===== config.mk =====
export PLATFORM = sky130hd
export DESIGN_NAME = sync_fifo_thresh
export DESIGN_NICKNAME = d
export VERILOG_FILES = /design/src/rtl/sync_fifo_thresh.sv
export SDC_FILE = /design/constraint.sdc
export NUM_CORES = 1
export LEC_CHECK = 0
export ABC_AREA = 1
export CAP_MARGIN = 40
export CORE_ASPECT_RATIO = 1.5
export CORE_MARGIN = 2
export CORE_UTILIZATION = 40
export CTS_BUF_LIST = sky130_fd_sc_hd__clkbuf_8
export DETAILED_ROUTE_END_ITERATION = 12
export GPL_TIMING_DRIVEN = 1
export PLACE_DENSITY = 0.68
export SLEW_MARGIN = 20
export SYNTH_ARGS = -nofsm -noshare
export SYNTH_HDL_FRONTEND = slang
export SYNTH_SLANG_ARGS = --single-unit

===== constraint.sdc =====
create_clock -name CLK -period 2.82 [get_ports CLK]
set_input_delay 0.846 -clock CLK [delete_from_list [all_inputs] [get_ports CLK]]
set_output_delay 0.846 -clock CLK [all_outputs]
set_load 0.005 [all_outputs]

===== src/rtl/sync_fifo_thresh.sv =====
// rtl/sync_fifo_thresh.sv - single-clock FIFO with occupancy count, almost-full/empty flags and read-valid strobe
// Optional sticky OVERFLOW/UNDERFLOW flags with ERR_CLR when SYNC_FIFO_ERR_EN is defined.
module sync_fifo_thresh #(
  parameter int DATA_WIDTH    = 8,
  parameter int ADDR_WIDTH    = 4,
  parameter int FIFO_DEPTH    = 16,
  parameter int AFULL_THRESH  = 12,
  parameter int AEMPTY_THRESH = 4
) (
  input  logic                  CLK,
  input  logic                  RST_N,
  input  logic                  W_EN,
  input  logic [DATA_WIDTH-1:0] DATA_IN,
  input  logic                  R_EN,
  output logic [DATA_WIDTH-1:0] DATA_OUT,
  output logic                  DATA_VALID,
  output logic                  FULL,
  output logic                  EMPTY,
  output logic                  ALMOST_FULL,
  output logic                  ALMOST_EMPTY,
  output logic [ADDR_WIDTH:0]   COUNT
`ifdef SYNC_FIFO_ERR_EN
  ,
  input  logic                  ERR_CLR,
  output logic                  OVERFLOW,
  output logic                  UNDERFLOW
`endif
);

  localparam logic [ADDR_WIDTH:0] PTR_ONE = (ADDR_WIDTH+1)'(1);
  localparam logic [ADDR_WIDTH:0] AF_LVL  = (ADDR_WIDTH+1)'(AFULL_THRESH);
  localparam logic [ADDR_WIDTH:0] AE_LVL  = (ADDR_WIDTH+1)'(AEMPTY_THRESH);

  generate
    if (FIFO_DEPTH != (1 << ADDR_WIDTH)) begin : g_bad_depth
      $fatal(1, "sync_fifo_thresh: FIFO_DEPTH must equal 2**ADDR_WIDTH");
    end
    if (AFULL_THRESH < 1 || AFULL_THRESH > FIFO_DEPTH) begin : g_bad_afull
      $fatal(1, "sync_fifo_thresh: AFULL_THRESH out of range");
    end
    if (AEMPTY_THRESH < 0 || AEMPTY_THRESH > FIFO_DEPTH - 1) begin : g_bad_aempty
      $fatal(1, "sync_fifo_thresh: AEMPTY_THRESH out of range");
    end
  endgenerate

  logic [DATA_WIDTH-1:0] mem [FIFO_DEPTH];
  logic [ADDR_WIDTH:0]   wptr;
  logic [ADDR_WIDTH:0]   rptr;
  logic                  wr_ok;
  logic                  rd_ok;

  // Status is a pure decode of the registered pointers, so it settles once per edge.
  always_comb begin
    COUNT        = wptr - rptr;
    EMPTY        = (wptr == rptr);
    FULL         = (wptr[ADDR_WIDTH] != rptr[ADDR_WIDTH]) &&
                   (wptr[ADDR_WIDTH-1:0] == rptr[ADDR_WIDTH-1:0]);
    ALMOST_FULL  = (COUNT >= AF_LVL);
    ALMOST_EMPTY = (COUNT <= AE_LVL);
    wr_ok        = W_EN & ~FULL;
    rd_ok        = R_EN & ~EMPTY;
  end

  always_ff @(posedge CLK) begin
    if (wr_ok) begin
      mem[wptr[ADDR_WIDTH-1:0]] <= DATA_IN;
    end
  end

  always_ff @(posedge CLK or negedge RST_N) begin
    if (!RST_N) begin
      wptr       <= '0;
      rptr       <= '0;
      DATA_OUT   <= '0;
      DATA_VALID <= 1'b0;
    end else begin
      if (wr_ok) begin
        wptr <= wptr + PTR_ONE;
      end
      if (rd_ok) begin
        rptr       <= rptr + PTR_ONE;
        DATA_OUT   <= mem[rptr[ADDR_WIDTH-1:0]];
        DATA_VALID <= 1'b1;
      end else begin
        DATA_VALID <= 1'b0;
      end
    end
  end

`ifdef SYNC_FIFO_ERR_EN
  // A new error on the same edge as ERR_CLR must not be lost, so set has priority.
  always_ff @(posedge CLK or negedge RST_N) begin
    if (!RST_N) begin
      OVERFLOW  <= 1'b0;
      UNDERFLOW <= 1'b0;
    end else begin
      if (W_EN & FULL) begin
        OVERFLOW <= 1'b1;
      end else if (ERR_CLR) begin
        OVERFLOW <= 1'b0;
      end
      if (R_EN & EMPTY) begin
        UNDERFLOW <= 1'b1;
      end else if (ERR_CLR) begin
        UNDERFLOW <= 1'b0;
      end
    end
  end
`endif

endmodule


==> impl_metrics.toml <==
[status]
status = "finished with violations"
violations = "negative setup slack"

[detailed_routing]
met2_length_um = 7890
highest_layer = "met4"
vias = 4406
dr_wl_met3_um = 445
ant_nets = 0
routed_via_density = 4.69
post_drt_wl_per_cell_um = 15.2
drt_iter0_markers = 316
first_pass_iters = 4
wirelength_um = 14300
wl_met1_um = 5630
drc = 0

[timing]
layout_min_cycle_time_ns = 2.97
rsz0062_at_grt = "true"
relSlewSlack_pct = 48.3
fmax_mhz = 337
period_share_pct = 105
maxSlewViolCount = 0
setup_viol = 5
layout_setup_ws_ns = -0.146
worstMarginPinSlew_ns = 0.776
fin_skew_ns = 0.0189
hold_viol = 0

[synth]
synth.distinct_cells = 22
synth_seq_cells = 147
synth_area_per_cell_um2 = 10.1
syn_nets = 677
synth-seq-area-share_pct = 65.6
synth_cells = 655
yosysWarnings = 0
syn_area_mm2 = 0.00658

[place]
place.port_buffers = 29
gp_congestion = 0.803
dp_slack_ns = -0.203
dp_cells = 903
hpwl_um = 9240

[setup_path]
cp_max_fo = 2
required_ns = 1.97
crit_buf_inv = 2
critPathKind = "reg -> out"
cpMaxStageDelayCell = "dfrtp_2"
critPathTopFamily = "adder cells"
endpoint_kind = "output port"
crit_path_start_kind = "flop"
crit_path_max_incr_delay_ns = 0.42
cp_cell_sequence = "ha_4 > fa_2 > o21ai_2 > xor2_1 > buf_4 > nand2_1 > nor2_1 > buf_2"
crit_arrival_ns = 2.12

[power]
power_density_mw_per_mm2 = 1040
p_leak_nw = 3.40
ir_drop_uv = 531

[clocking]
clockBufferDepth = 2
cts_hold_buf = 0
clkSinkCount = 147
ctsRootBufferMaster = "clkbuf_8"
htreeDepth = 4
cts.reportedPaths.clkPinSlew_ns = 0.09
numCtsBuffers = 17
clk_latency_ns = 0.45
cts_tree = "built"

[global_routing]
grt_antenna_before_repair = 0
grt-ovfl-total = 0
grt_pass1_vias = 4361
grt_pass1_wl_um = 22500
grt_max_degree = 68
grt_use_total_pct = 17.5

[layout]
drive_gt1_share_pct = 13.2
final_common_cell = "nand2_1"
final_cell_mix = "nand2_1, edfxtp_1, inv_1, nand3_1, nor2_1"
num-nets-final = 743
fin_cells = 940
syn2layout_area_growth_pct = 17.8
antennaDiodeCount = 0

[floorplan]
dieArea_mm2 = 0.0175
io_pins = 30
die_w_um = 109
die_h_um = 161
start_util_pct = 40.7
core-area_mm2 = 0.0162
rows = 57

[flow_run]
cap_violations = 0

[worst_hold_path]
min_path_type = "reg -> reg"
==> synth_stat cells <==
library cell,count,share of area [%]
nand2_1,183,10
dfrtp_1,19,7.2
nor2_1,59,3.4
ha_1,9,1.7
nand2_2,1,0.095
nand3_1,91,6.9
inv_2,5,0.29
clkinv_1,2,0.11
o21ai_2,1,0.13
xnor2_1,2,0.27
xor2_1,9,1.2
a21oi_1,3,0.23
buf_6,2,0.34
buf_4,6,0.68
inv_1,111,6.3
fa_1,1,0.30
buf_2,15,1.1
edfxtp_1,128,58
o21ai_0,5,0.38
nor2_2,1,0.095
nor2_4,1,0.17
clkbuf_8,1,0.21
==> routing by layer <==
metal  vias up  global-route usage [%]
li1       2208                       -
met1      2095                    19.9
met2        85                    32.0
met3        18                    3.03
met4         0                    6.82
met5         -                       0
==> path summary, 6_finish.rpt <==
kind                       cells after the start  startpoint  slack, ns            to
max                                            8     rptr[0]      -0.15  ALMOST_EMPTY
min                                            1     wptr[4]       0.50       wptr[4]
max reg2reg                                   10     rptr[0]       0.59   DATA_OUT[7]
min reg2reg                                    1     wptr[4]       0.50       wptr[4]
max in group asynchronous                      2       RST_N       1.83       rptr[0]
min in group asynchronous                      2       RST_N       0.73       rptr[4]
==> worst reg2reg max path, cell delays in order (launching register included) <==
cell and delay (ns):
dfrtp_2 0.38, buf_4 0.60, inv_2 0.12, buf_4 0.33
nand2_1 0.13, nand3_1 0.08, nand2_1 0.11, nor2_1 0.05
nor2_1 0.21, nor2_1 0.10, nor2_1 0.09
==> layout make-up <==
type,instances,area [um2]
clock buffer,18,248
clock inverter,14,175
fill,1402,8430
inverter,118,444
multi-input combinational,366,1720
sequential,147,4320
tap,206,258
timing repair buffer,71,592
==> state kept, by name (all words and copies together) (netlist names) <==
| name | count |
|---|---|
| mem | 128 |
| DATA_OUT | 8 |
| rptr | 5 |
| wptr | 5 |
| DATA_VALID | 1 |
==> through the flow <==
stage / power [W] / cell area, um2 / setup TNS, ns / hold WS (ns) / utilization, %
after CTS: 0.00808 / 7730 / -0.655 / 0.505 / 47.8
after detailed placement: 0.00631 / 7250 / -0.454 / 0.493 / 44.8
final: 0.00810 / 7760 / -0.450 / 0.500 / 47.9
after global placement: 0.00623 / 7250 / -0.305 / 0.476 / 44.8
after global routing: 0.00865 / 7760 / -0.932 / 0.519 / 47.9
after floorplan: 0.00491 / 6580 / 0 / 0.463 / -
==> what timing repair did <==
| item | 4_1_cts | 5_1_grt |
|---|---|---|
| pin swaps | 7 | 6 |
| endpoints found under the setup margin | 8 | 6 |
| hold endpoints to repair | 0 | 0 |
| gates cloned | 0 | 0 |
| resized for setup | 28 | 6 |
| buffers inserted | 3 | 3 |
==> report_power, final <==
| part | internal, W | switching [W] | leakage [nW] |
|---|---|---|---|
| sequential | 0.00269 | 0.000124 | 1.37 |
| clock | 0.000911 | 0.000826 | 0.212 |
| combinational | 0.00146 | 0.00209 | 1.82 |
| total | 0.00506 | 0.00304 | 3.40 |
==> cells by family (layout without fill, tap and decap cells) <==
group | Yosys count | after routing | share of synthesized area (%)
AO/OA/AOI/OAI | 9 | 9 | 0.741
buffers and inverters | 142 | 221 | 9.10
AND/OR/NAND/NOR | 336 | 336 | 21.1
flip-flops | 147 | 147 | 65.6
adder cells (fa/ha/maj) | 10 | 10 | 2.01
XOR/XNOR | 11 | 11 | 1.46
Note: power is estimated with default switching activity, not from simulation.
